**src/rtl/confreg_axi_bridge_pkg.sv**
```systemverilog
// Shared definitions for the confreg-to-AXI3 bridge: FSM states,
// fixed AXI attributes for single-beat word accesses, and default IDs.
package confreg_axi_bridge_pkg;

   typedef enum logic [2:0] {
      IDLE,
      AR,
      R,
      AW,
      W,
      B
   } state_t;

   localparam logic [2:0] SIZE_4B    = 3'b010;
   localparam logic [1:0] BURST_INCR = 2'b01;
   localparam logic [3:0] LEN_1      = 4'd0;

   localparam int unsigned DEF_RD_ID = 1;
   localparam int unsigned DEF_WR_ID = 1;

endpackage

```
**src/rtl/confreg_axi_bridge_if.sv**
```systemverilog
// AXI3 master-side channel bundle (AR/R/AW/W/B) used by the confreg bridge.
interface confreg_axi_bridge_if #(
   parameter int ID_W = 4
);

   logic [ID_W-1:0] arid;
   logic [31:0]     araddr;
   logic [3:0]      arlen;
   logic [2:0]      arsize;
   logic [1:0]      arburst;
   logic [1:0]      arlock;
   logic [3:0]      arcache;
   logic [2:0]      arprot;
   logic            arvalid;
   logic            arready;

   logic [ID_W-1:0] rid;
   logic [31:0]     rdata;
   logic [1:0]      rresp;
   logic            rlast;
   logic            rvalid;
   logic            rready;

   logic [ID_W-1:0] awid;
   logic [31:0]     awaddr;
   logic [3:0]      awlen;
   logic [2:0]      awsize;
   logic [1:0]      awburst;
   logic [1:0]      awlock;
   logic [3:0]      awcache;
   logic [2:0]      awprot;
   logic            awvalid;
   logic            awready;

   logic [ID_W-1:0] wid;
   logic [31:0]     wdata;
   logic [3:0]      wstrb;
   logic            wlast;
   logic            wvalid;
   logic            wready;

   logic [ID_W-1:0] bid;
   logic [1:0]      bresp;
   logic            bvalid;
   logic            bready;

   modport master (
      output arid, araddr, arlen, arsize, arburst, arlock, arcache, arprot, arvalid,
      input  arready,
      input  rid, rdata, rresp, rlast, rvalid,
      output rready,
      output awid, awaddr, awlen, awsize, awburst, awlock, awcache, awprot, awvalid,
      input  awready,
      output wid, wdata, wstrb, wlast, wvalid,
      input  wready,
      input  bid, bresp, bvalid,
      output bready
   );

   modport slave (
      input  arid, araddr, arlen, arsize, arburst, arlock, arcache, arprot, arvalid,
      output arready,
      output rid, rdata, rresp, rlast, rvalid,
      input  rready,
      input  awid, awaddr, awlen, awsize, awburst, awlock, awcache, awprot, awvalid,
      output awready,
      input  wid, wdata, wstrb, wlast, wvalid,
      output wready,
      output bid, bresp, bvalid,
      input  bready
   );

endinterface

```
**src/rtl/confreg_axi_bridge.sv**
```systemverilog
// Converts the upstream single-word uncached/confreg request interface into
// single-beat AXI3 transactions, one outstanding at a time, writes first.
module confreg_axi_bridge
   import confreg_axi_bridge_pkg::*;
#(
   parameter int              ID_W  = 4,
   parameter logic [ID_W-1:0] RD_ID = ID_W'(DEF_RD_ID),
   parameter logic [ID_W-1:0] WR_ID = ID_W'(DEF_WR_ID)
) (
   input  logic                   clk,
   input  logic                   rst,
   input  logic                   up_rd_req,
   input  logic [3:0]             up_wr_strb,
   input  logic [31:0]            up_addr,
   input  logic [31:0]            up_wdata,
   input  logic                   up_wvalid,
   input  logic                   up_wlast,
   output logic                   write_begin,
   output logic                   up_rvalid,
   output logic [ID_W-1:0]        up_rid,
   output logic                   up_rlast,
   output logic [31:0]            up_rdata,
   output logic                   up_wready,
   output logic                   up_bvalid,
   confreg_axi_bridge_if.master   axi
);

   state_t      state;
   state_t      state_nxt;
   logic [31:0] addr_q;
   logic [31:0] wdata_q;
   logic [3:0]  strb_q;
   logic        rd_hit;
   logic        wr_hit;
   logic        unused_resp;

   assign rd_hit      = axi.rvalid && (axi.rid == RD_ID);
   assign wr_hit      = axi.bvalid && (axi.bid == WR_ID);
   assign unused_resp = ^{axi.rresp, axi.bresp};

   assign axi.arid    = RD_ID;
   assign axi.araddr  = addr_q;
   assign axi.arlen   = LEN_1;
   assign axi.arsize  = SIZE_4B;
   assign axi.arburst = BURST_INCR;
   assign axi.arlock  = '0;
   assign axi.arcache = '0;
   assign axi.arprot  = '0;

   assign axi.awid    = WR_ID;
   assign axi.awaddr  = addr_q;
   assign axi.awlen   = LEN_1;
   assign axi.awsize  = SIZE_4B;
   assign axi.awburst = BURST_INCR;
   assign axi.awlock  = '0;
   assign axi.awcache = '0;
   assign axi.awprot  = '0;

   assign axi.wid     = WR_ID;
   assign axi.wdata   = wdata_q;
   assign axi.wstrb   = strb_q;

   // Address and strobes are captured only when leaving IDLE, so they stay
   // stable through the address handshake even if upstream lets go early.
   always_ff @(posedge clk or negedge rst) begin
      if (!rst) begin
         state   <= IDLE;
         addr_q  <= '0;
         wdata_q <= '0;
         strb_q  <= '0;
      end else begin
         state <= state_nxt;
         if (state == IDLE) begin
            if (|up_wr_strb) begin
               addr_q <= up_addr;
               strb_q <= up_wr_strb;
            end else if (up_rd_req) begin
               addr_q <= up_addr;
            end
         end
         if (state == AW && axi.awready) begin
            wdata_q <= up_wdata;
         end
      end
   end

   always_comb begin
      state_nxt   = state;
      axi.arvalid = 1'b0;
      axi.rready  = 1'b0;
      axi.awvalid = 1'b0;
      axi.wvalid  = 1'b0;
      axi.wlast   = 1'b0;
      axi.bready  = 1'b0;
      write_begin = 1'b0;
      up_rvalid   = 1'b0;
      up_rid      = '0;
      up_rlast    = 1'b0;
      up_rdata    = '0;
      up_wready   = 1'b0;
      up_bvalid   = 1'b0;

      case (state)
         IDLE: begin
            if (|up_wr_strb) begin
               state_nxt = AW;
            end else if (up_rd_req) begin
               state_nxt = AR;
            end
         end
         AR: begin
            axi.arvalid = 1'b1;
            if (axi.arready) begin
               state_nxt = R;
            end
         end
         // Beats carrying a foreign RID are accepted and silently dropped.
         R: begin
            axi.rready = 1'b1;
            up_rvalid  = rd_hit;
            up_rid     = axi.rid;
            up_rlast   = axi.rlast;
            up_rdata   = axi.rdata;
            if (rd_hit && axi.rlast) begin
               state_nxt = IDLE;
            end
         end
         AW: begin
            axi.awvalid = 1'b1;
            if (axi.awready) begin
               write_begin = 1'b1;
               state_nxt   = W;
            end
         end
         W: begin
            axi.wvalid = up_wvalid;
            axi.wlast  = up_wlast;
            up_wready  = axi.wready;
            if (up_wvalid && axi.wready) begin
               state_nxt = B;
            end
         end
         B: begin
            axi.bready = 1'b1;
            if (wr_hit) begin
               up_bvalid = 1'b1;
               state_nxt = IDLE;
            end
         end
         default: state_nxt = IDLE;
      endcase
   end

endmodule

```
**src/flat_wrapper.sv**
```systemverilog
// flat-port wrapper written by rule: the top's interface ports become plain ports
module confreg_axi_bridge_flat import confreg_axi_bridge_pkg::*;
#(
   parameter int              ID_W  = 4,
   parameter logic [ID_W-1:0] RD_ID = ID_W'(DEF_RD_ID),
   parameter logic [ID_W-1:0] WR_ID = ID_W'(DEF_WR_ID)
)
  (clk, rst, up_rd_req, up_wr_strb, up_addr, up_wdata, up_wvalid, up_wlast, write_begin, up_rvalid, up_rid, up_rlast, up_rdata, up_wready, up_bvalid, axi_arid, axi_araddr, axi_arlen, axi_arsize, axi_arburst, axi_arlock, axi_arcache, axi_arprot, axi_arvalid, axi_arready, axi_rid, axi_rdata, axi_rresp, axi_rlast, axi_rvalid, axi_rready, axi_awid, axi_awaddr, axi_awlen, axi_awsize, axi_awburst, axi_awlock, axi_awcache, axi_awprot, axi_awvalid, axi_awready, axi_wid, axi_wdata, axi_wstrb, axi_wlast, axi_wvalid, axi_wready, axi_bid, axi_bresp, axi_bvalid, axi_bready);
  confreg_axi_bridge_if #(.ID_W(ID_W)) axi_i ();
  input  logic clk;
  input  logic rst;
  input  logic up_rd_req;
  input  logic [3:0] up_wr_strb;
  input  logic [31:0] up_addr;
  input  logic [31:0] up_wdata;
  input  logic up_wvalid;
  input  logic up_wlast;
  output logic write_begin;
  output logic up_rvalid;
  output logic [ID_W-1:0] up_rid;
  output logic up_rlast;
  output logic [31:0] up_rdata;
  output logic up_wready;
  output logic up_bvalid;
  output wire logic [$bits(axi_i.arid)-1:0] axi_arid;
  output wire logic [$bits(axi_i.araddr)-1:0] axi_araddr;
  output wire logic [$bits(axi_i.arlen)-1:0] axi_arlen;
  output wire logic [$bits(axi_i.arsize)-1:0] axi_arsize;
  output wire logic [$bits(axi_i.arburst)-1:0] axi_arburst;
  output wire logic [$bits(axi_i.arlock)-1:0] axi_arlock;
  output wire logic [$bits(axi_i.arcache)-1:0] axi_arcache;
  output wire logic [$bits(axi_i.arprot)-1:0] axi_arprot;
  output wire logic [$bits(axi_i.arvalid)-1:0] axi_arvalid;
  input wire logic [$bits(axi_i.arready)-1:0] axi_arready;
  input wire logic [$bits(axi_i.rid)-1:0] axi_rid;
  input wire logic [$bits(axi_i.rdata)-1:0] axi_rdata;
  input wire logic [$bits(axi_i.rresp)-1:0] axi_rresp;
  input wire logic [$bits(axi_i.rlast)-1:0] axi_rlast;
  input wire logic [$bits(axi_i.rvalid)-1:0] axi_rvalid;
  output wire logic [$bits(axi_i.rready)-1:0] axi_rready;
  output wire logic [$bits(axi_i.awid)-1:0] axi_awid;
  output wire logic [$bits(axi_i.awaddr)-1:0] axi_awaddr;
  output wire logic [$bits(axi_i.awlen)-1:0] axi_awlen;
  output wire logic [$bits(axi_i.awsize)-1:0] axi_awsize;
  output wire logic [$bits(axi_i.awburst)-1:0] axi_awburst;
  output wire logic [$bits(axi_i.awlock)-1:0] axi_awlock;
  output wire logic [$bits(axi_i.awcache)-1:0] axi_awcache;
  output wire logic [$bits(axi_i.awprot)-1:0] axi_awprot;
  output wire logic [$bits(axi_i.awvalid)-1:0] axi_awvalid;
  input wire logic [$bits(axi_i.awready)-1:0] axi_awready;
  output wire logic [$bits(axi_i.wid)-1:0] axi_wid;
  output wire logic [$bits(axi_i.wdata)-1:0] axi_wdata;
  output wire logic [$bits(axi_i.wstrb)-1:0] axi_wstrb;
  output wire logic [$bits(axi_i.wlast)-1:0] axi_wlast;
  output wire logic [$bits(axi_i.wvalid)-1:0] axi_wvalid;
  input wire logic [$bits(axi_i.wready)-1:0] axi_wready;
  input wire logic [$bits(axi_i.bid)-1:0] axi_bid;
  input wire logic [$bits(axi_i.bresp)-1:0] axi_bresp;
  input wire logic [$bits(axi_i.bvalid)-1:0] axi_bvalid;
  output wire logic [$bits(axi_i.bready)-1:0] axi_bready;
  assign axi_arid = axi_i.arid;
  assign axi_araddr = axi_i.araddr;
  assign axi_arlen = axi_i.arlen;
  assign axi_arsize = axi_i.arsize;
  assign axi_arburst = axi_i.arburst;
  assign axi_arlock = axi_i.arlock;
  assign axi_arcache = axi_i.arcache;
  assign axi_arprot = axi_i.arprot;
  assign axi_arvalid = axi_i.arvalid;
  assign axi_i.arready = axi_arready;
  assign axi_i.rid = axi_rid;
  assign axi_i.rdata = axi_rdata;
  assign axi_i.rresp = axi_rresp;
  assign axi_i.rlast = axi_rlast;
  assign axi_i.rvalid = axi_rvalid;
  assign axi_rready = axi_i.rready;
  assign axi_awid = axi_i.awid;
  assign axi_awaddr = axi_i.awaddr;
  assign axi_awlen = axi_i.awlen;
  assign axi_awsize = axi_i.awsize;
  assign axi_awburst = axi_i.awburst;
  assign axi_awlock = axi_i.awlock;
  assign axi_awcache = axi_i.awcache;
  assign axi_awprot = axi_i.awprot;
  assign axi_awvalid = axi_i.awvalid;
  assign axi_i.awready = axi_awready;
  assign axi_wid = axi_i.wid;
  assign axi_wdata = axi_i.wdata;
  assign axi_wstrb = axi_i.wstrb;
  assign axi_wlast = axi_i.wlast;
  assign axi_wvalid = axi_i.wvalid;
  assign axi_i.wready = axi_wready;
  assign axi_i.bid = axi_bid;
  assign axi_i.bresp = axi_bresp;
  assign axi_i.bvalid = axi_bvalid;
  assign axi_bready = axi_i.bready;
  confreg_axi_bridge #(.ID_W(ID_W), .RD_ID(RD_ID), .WR_ID(WR_ID)) u_core (.clk(clk), .rst(rst), .up_rd_req(up_rd_req), .up_wr_strb(up_wr_strb), .up_addr(up_addr), .up_wdata(up_wdata), .up_wvalid(up_wvalid), .up_wlast(up_wlast), .write_begin(write_begin), .up_rvalid(up_rvalid), .up_rid(up_rid), .up_rlast(up_rlast), .up_rdata(up_rdata), .up_wready(up_wready), .up_bvalid(up_bvalid), .axi(axi_i));
endmodule
```
**config.mk**
```make
export PLATFORM = sky130hd
export DESIGN_NAME = confreg_axi_bridge_flat
export DESIGN_NICKNAME = d
export VERILOG_FILES = /design/src/rtl/confreg_axi_bridge_pkg.sv /design/src/rtl/confreg_axi_bridge_if.sv /design/src/rtl/confreg_axi_bridge.sv /design/src/flat_wrapper.sv
export SDC_FILE = /design/constraint.sdc
export NUM_CORES = 1
export LEC_CHECK = 0
export ABC_CLOCK_PERIOD_IN_PS = 2050
export CORE_AREA = 2 2 125 127
export CTS_BUF_LIST = sky130_fd_sc_hd__clkbuf_16
export DETAILED_ROUTE_END_ITERATION = 16
export DIE_AREA = 0 0 127 129
export HOLD_SLACK_MARGIN = 0.15
export PLACE_DENSITY = 0.66
export RECOVER_POWER = 25
export SETUP_SLACK_MARGIN = 0.15
export SLEW_MARGIN = 15
export SYNTH_ARGS = -nofsm -noshare
export SYNTH_HDL_FRONTEND = slang
export SYNTH_SLANG_ARGS = --single-unit
```
**constraint.sdc**
```tcl
create_clock -name clk -period 2.05 [get_ports clk]
set_input_delay 0.205 -clock clk [delete_from_list [all_inputs] [get_ports clk]]
set_output_delay 0.205 -clock clk [all_outputs]
set_load 0.01 [all_outputs]
```
==> flow_summary.json, run 1 <==
{
  "outcome": "finished clean",
  "clk_latency_ns": 0.33,
  "post_synth_instance_area_um2": 3834,
  "area_growth_pct": 71.61,
  "cts.sinks": 71,
  "whs_ns": 0.4806,
  "crit_type": "reg2out",
  "wire_per_inst_um": 15.94,
  "synth_edf_count": 0,
  "cpPeakStageDelay_ns": 0.46,
  "wl_um": 11780,
  "ys.flop_type": "dfrtp_1",
  "rsz0062_at_grt": "yes",
  "vias": 3036,
  "power_density_nw_per_um2": 1476,
  "rows": 45,
  "avgSynthCellArea_um2": 12.61,
  "post-route-min-period_ns": 1.856,
  "insertedDiodeCount": 0,
  "ys_seq_area_share_pct": 46.34,
  "port-buffer-count": 265,
  "synthArstFlopShare_pct": 100.0,
  "post-route-period-util_pct": 90.53,
  "crit_path_top_delay_cell": "dfrtp_1",
  "ff_latch_area_um2": 1777,
  "fp.dieW_um": 127,
  "fillCellCount": 1405,
  "yosys.area.top_type_share_pct": 46.34,
  "grt-ovfl-total": 0,
  "cts_root_buf": "clkbuf_16",
  "fp.coreArea_um2": 14980,
  "ant_nets": 0,
  "setup_viol": 0,
  "crit_family": "buffers and inverters",
  "max-clock-path-buffers": 2,
  "hold_viol_final": 0,
  "drc": 0,
  "htreeDepth": 3,
  "slew_headroom_pct": 33.72,
  "first_global_vias": 3065,
  "path_max_fanout": 39,
  "synth_top_area_cell": "dfrtp_1",
  "crit_chain": "nor3_2, buf_12, and2_1, dlygate4sd2_1",
  "grt_max_degree": 72,
  "cts_buffers": 9,
  "timing.fmax_ghz": 0.5389,
  "chipHeight_um": 129,
  "gp_congestion": 0.7507,
  "place_hpwl_um": 9582,
  "pin_count": 318,
  "post_cts_buffers": 0,
  "via_per_inst": 4.108,
  "clkSlewWorstSetupHoldPaths_ns": 0.06,
  "synth_seq_cells": 71,
  "first_iter_violations": 120,
  "cp_data_required_time_ns": 1.85,
  "crit_buf_inv": 2,
  "cts_tree": "built",
  "end_kind": "primary output",
  "grt_pass1_wl_um": 17470,
  "finClkSkew_ns": 0.003457,
  "drtPass1Iterations": 4,
  "ys_types": 31,
  "final_util_pct": 43.93,
  "hold_class": "in2reg",
  "nets": 669,
  "worstSetupStartpointType": "register",
  "drv_cap": 0,
  "syn_inst": 304,
  "tightest_slew_ns": 0.9943,
  "dieArea_um2": 16380,
  "cp.arrival_ns": 1.65,
  "yosysWarnings": 0,
  "synth_area_leaders": "dfrtp_1 46%, buf_4 16%, mux2_4 12%",
  "vdd_drop_max_mv": 0.5070,
  "power_leakage_uw": 0.003053,
  "drive_above_1_share_pct": 18.87,
  "initial_core_util_pct": 25.60,
  "grt_antenna_before_repair": 0,
  "grt.total_usage_pct": 14.09,
  "drv_slew": 0,
  "multi_input_area_um2": 1540
}
==> power breakdown <==
part | internal [uW] | leakage (uW) | total, uW | switching [uW]
Sequential | 2140 | 0.000840 | 2630 | 493
Clock | 944 | 0.000140 | 1570 | 626
Combinational | 3450 | 0.00207 | 5510 | 2060
Total | 6530 | 0.00305 | 9710 | 3180
==> state kept, by name, indices dropped and copies added (netlist names) <==
| signal | count |
|---|---|
| u_core.axi.wstrb | 4 |
| u_core.axi.araddr | 32 |
| u_core.axi.wdata | 32 |
| u_core.state | 3 |
==> stage by stage <==
stage                     total power, uW  instances  cell area (um2)  worst slack [ns]  TNS [ns]
final                                9710        739             6579            0.1942         0
after detailed placement             8399        722             6306           -0.1051    -1.839
after floorplan                      5690        350             4006            0.4234         0
after global placement               8275        722             6306           -0.1044   -0.8063
after CTS                            9868        739             6573            0.1510         0
after global routing                10320        739             6579           0.07238         0
==> cells in the mapped netlist (3+ instances only) <==
| library cell | n |
|---|---|
| buf_2 | 3 |
| buf_4 | 80 |
| inv_1 | 3 |
| dfrtp_1 | 71 |
| and2_1 | 39 |
| buf_12 | 3 |
| and3_1 | 5 |
| clkbuf_1 | 6 |
| mux2_2 | 37 |
| a22o_1 | 3 |
| mux2_4 | 30 |
==> cells by family after synthesis <==
family	synth area share [%]
mux	22.62
other cells	0.1959
flops	46.34
simple gates	9.693
compound gates	2.644
buf+inv	18.51
==> placed cells by master (no fill, tap or decap), drive strengths merged, types with 10 or more instances in the layout <==
cell           netlist  layout
clkdlybuf4s50        0     218
dfrtp               71      71
mux2                67      67
conb                 2      48
dlygate4sd2          0      41
and2                39      39
clkbuf               6      11
buf                 86      10
==> routing by layer <==
metal  vias up  track usage, %  share of wire, %
met3         8           4.324               8.3
met1      1459           15.96                38
met5         -               0                 0
li1       1369               -                 -
met2       200           25.74                53
met4         0           3.878              0.80
==> path summary, 6_finish.rpt <==
check,from,endpoint,slack [ns],depth (start not counted)
hold reg to reg,u_core.axi.wdata[14]$_DFFE_PN0P_,u_core.axi.wdata[14]$_DFFE_PN0P_,0.50,1
min in group asynchronous,rst,u_core.axi.araddr[3]$_DFFE_PN0P_,0.60,2
hold / removal,up_wdata[11],u_core.axi.wdata[11]$_DFFE_PN0P_,0.48,2
max in group asynchronous,rst,u_core.axi.araddr[26]$_DFFE_PN0P_,0.81,2
setup / recovery,u_core.state[2]$_DFFE_PN0P_,up_rid[0],0.19,4
setup reg to reg,u_core.state[1]$_DFFE_PN0P_,u_core.axi.wdata[1]$_DFFE_PN0P_,0.28,5
==> repair_timing <==
action | CTS | global route
gates cloned | 0 | 0
hold endpoints to repair | 71 | 0
hold buffers | 1 | 0
endpoints found under the setup margin | 46 | 40
resized for setup | 55 | 2
==> area by class of cell <==
type / count / share of cell area (%)
inverters: 3 / 0.1712
well taps: 188 / 3.576
clock buffers: 9 / 3.423
clock inverters: 7 / 1.084
repair buffers: 277 / 41.33
flip-flops and latches: 71 / 27.01
multi-input cells: 184 / 23.41
No activity file was read; power rests on OpenSTA's default activity.
==> run 2, diff against run 1 <==
--- a/config.mk
+++ b/config.mk
@@ -5,12 +5,13 @@
 export SDC_FILE = /design/constraint.sdc
 export NUM_CORES = 1
 export LEC_CHECK = 0
-export ABC_CLOCK_PERIOD_IN_PS = 2050
+export ABC_CLOCK_PERIOD_IN_PS = 2400
 export CORE_AREA = 2 2 125 127
 export CTS_BUF_LIST = sky130_fd_sc_hd__clkbuf_16
 export DETAILED_ROUTE_END_ITERATION = 16
 export DIE_AREA = 0 0 127 129
 export HOLD_SLACK_MARGIN = 0.15
+export MAX_ROUTING_LAYER = met4
 export PLACE_DENSITY = 0.66
 export RECOVER_POWER = 25
 export SETUP_SLACK_MARGIN = 0.15
==> constraint.sdc (replaced) <==
create_clock -name clk -period 2.4 [get_ports clk]
set_input_delay 0.24 -clock clk [delete_from_list [all_inputs] [get_ports clk]]
set_output_delay 0.24 -clock clk [all_outputs]
set_load 0.01 [all_outputs]
==> flow_summary.json, run 2 (synthesis gave the netlist of run 1 again) <==
{
  "outcome": "finished clean",
  "rsz0062_at_grt": "no",
  "chipHeight_um": 129,
  "cpPeakStageDelay_ns": 0.59,
  "cp_data_required_time_ns": 2.16,
  "pin_count": 318,
  "drc": 0,
  "crit_type": "in2out",
  "slew_headroom_pct": 39.28,
  "grt_pass1_wl_um": 16910,
  "ant_nets": 0,
  "clk_latency_ns": 0.33,
  "area_growth_pct": 74.74,
  "crit_top_cell": "clkdlybuf4s50_1",
  "mostFrequentLayoutCell": "clkdlybuf4s50_1",
  "power_leakage_uw": 0.003308,
  "wl_um": 11560,
  "fin_tns_setup_ns": 0,
  "swShare_pct": 32.21,
  "tightest_slew_ns": 0.9108,
  "rows": 45,
  "post-route-min-period_ns": 2.159,
  "drive_above_1_share_pct": 18.40,
  "gp_congestion": 0.7868,
  "dieArea_um2": 16380,
  "insertedDiodeCount": 0,
  "fp.dieW_um": 127,
  "post-route-period-util_pct": 89.94,
  "cp.arrival_ns": 1.92,
  "path_max_fanout": 2,
  "grt_antenna_before_repair": 0,
  "htreeDepth": 3,
  "end_kind": "primary output",
  "wire_per_inst_um": 15.68,
  "holdPathStages": 1,
  "vdd_drop_max_mv": 0.4152,
  "hold_viol_final": 0,
  "first_iter_violations": 61,
  "drv_cap": 0,
  "cts_buffers": 9,
  "pwr-share-comb_pct": 57.8,
  "via_per_inst": 4.045,
  "hold_class": "reg2reg",
  "p_int_uw": 5737,
  "final_cell_mix": "235 x clkdlybuf4s50_1, 69 x dfrtp_1, 48 x conb_1, 39 x and2_1, 37 x mux2_2",
  "grt.total_usage_pct": 14.07,
  "clkSlewWorstSetupHoldPaths_ns": 0.06,
  "setup_viol": 0,
  "first_global_vias": 3054,
  "place_hpwl_um": 9277,
  "pwr-share-clk_pct": 15.6,
  "cts_root_buf": "clkbuf_16",
  "cts_tree": "built",
  "crit_chain": "clkdlybuf4s50_1, nor4bb_2, nor4bb_1, clkdlybuf4s50_1",
  "whs_ns": 0.5046,
  "timing.fmax_ghz": 0.4633,
  "fp.coreArea_um2": 14980,
  "drtPass1Iterations": 3,
  "r2r_cells": 5,
  "cts.sinks": 71,
  "initial_core_util_pct": 25.60,
  "grt_max_degree": 72,
  "p_seq_share_pct": 26.6,
  "crit_path_top_delay_cell": "clkdlybuf4s50_1",
  "final_util_pct": 44.73,
  "port-buffer-count": 265,
  "nets": 667,
  "finClkSkew_ns": 0.007368,
  "grt-ovfl-total": 0,
  "drv_slew": 0,
  "max-clock-path-buffers": 2,
  "power_density_nw_per_um2": 1263,
  "vias": 2981,
  "switching_power_uw": 2726,
  "worstSetupStartpointType": "input port"
}
[run 2: cell count changes in the layout (fill, tap and decap cells not counted), moves of 2 or more]
cell	delta
clkdlybuf4s50_1	+17
dlygate4sd2_1	-36
dfrtp_2	+2
dlymetal6s2s_1	+24
dfrtp_1	-2
clkdlybuf4s15_1	-3
clkdlybuf4s15_2	-2
[run 2: metrics by stage]
| step | area, um2 | setup slack, ns | total power [uW] | cells |
|---|---|---|---|---|
| floorplan | 4006 | 0.7384 | 4860 | 350 |
| global placement | 6261 | 0.1762 | 7021 | 716 |
| detailed placement | 6261 | 0.1394 | 7116 | 716 |
| CTS | 6633 | 0.1625 | 8621 | 737 |
| global route | 6699 | 0.1658 | 8961 | 737 |
| finish | 6699 | 0.2414 | 8462 | 737 |
[run 2: final timing paths]
| check | from | end | slack (ns) |
|---|---|---|---|
| setup / recovery | axi_bvalid | up_bvalid | 0.24 |
| hold / removal | u_core.axi.wdata[18]$_DFFE_PN0P_ | u_core.axi.wdata[18]$_DFFE_PN0P_ | 0.50 |
| setup reg to reg | u_core.state[0]$_DFFE_PN0P_ | u_core.axi.araddr[29]$_DFFE_PN0P_ | 0.53 |
| hold reg to reg | u_core.axi.wdata[18]$_DFFE_PN0P_ | u_core.axi.wdata[18]$_DFFE_PN0P_ | 0.50 |
| max in group asynchronous | rst | u_core.state[1]$_DFFE_PN0P_ | 1.17 |
| min in group asynchronous | rst | u_core.axi.araddr[3]$_DFFE_PN0P_ | 0.60 |
[run 2: power by group through the flow]
stage               logic [uW]  registers, uW  clock network, uW
floorplan                 2370           2490                  0
global placement          4770           2250                  0
detailed placement        4810           2300                  0
CTS                       4990           2260               1370
global route              5200           2340               1420
finish                    4890           2250               1320
[run 2: worst max-delay path: cells and delay by family]
kind	cells	cell delay, ns
and+or+nand+nor	2	0.64
buffers and inverters	2	1.04
[run 2: area by class of cell]
class                           instances  area (um2)
Fill cell                            1363        8278
Timing Repair Buffer                  275        2839
Sequential cell                        71        1779
Multi-Input combinational cell        184        1538
Tap cell                              188       235.2
Clock buffer                            9       225.2
Clock inverter                          7       71.32
Inverter                                3       11.26
[run 2: routing by layer]
metal	up-vias	global-route usage [%]	wire, um
met3	8	4.324	916
met5	-	-	0
met1	1410	15.14	4326
met4	0	3.491	104
met2	195	25.33	6208
li1	1368	-	-
[run 2: timing repair]
| item | in CTS | in global routing |
|---|---|---|
| hold endpoints to repair | 71 | 0 |
| buffers inserted | 3 | 0 |
| setup endpoints to repair | 38 | 34 |
| pin swaps | 0 | 1 |
| resized for setup | 9 | 25 |
| hold buffers | 1 | 0 |
| cloned | 1 | 0 |
==> run 3, diff against run 2 <==
--- a/config.mk
+++ b/config.mk
@@ -8,6 +8,8 @@
 export ABC_CLOCK_PERIOD_IN_PS = 2400
 export CORE_AREA = 2 2 125 127
 export CTS_BUF_LIST = sky130_fd_sc_hd__clkbuf_16
+export CTS_CLUSTER_DIAMETER = 30
+export CTS_CLUSTER_SIZE = 12
 export DETAILED_ROUTE_END_ITERATION = 16
 export DIE_AREA = 0 0 127 129
 export HOLD_SLACK_MARGIN = 0.15
==> results of run 3 <==
Final layout, timing and power as in run 2 (identical DEF).
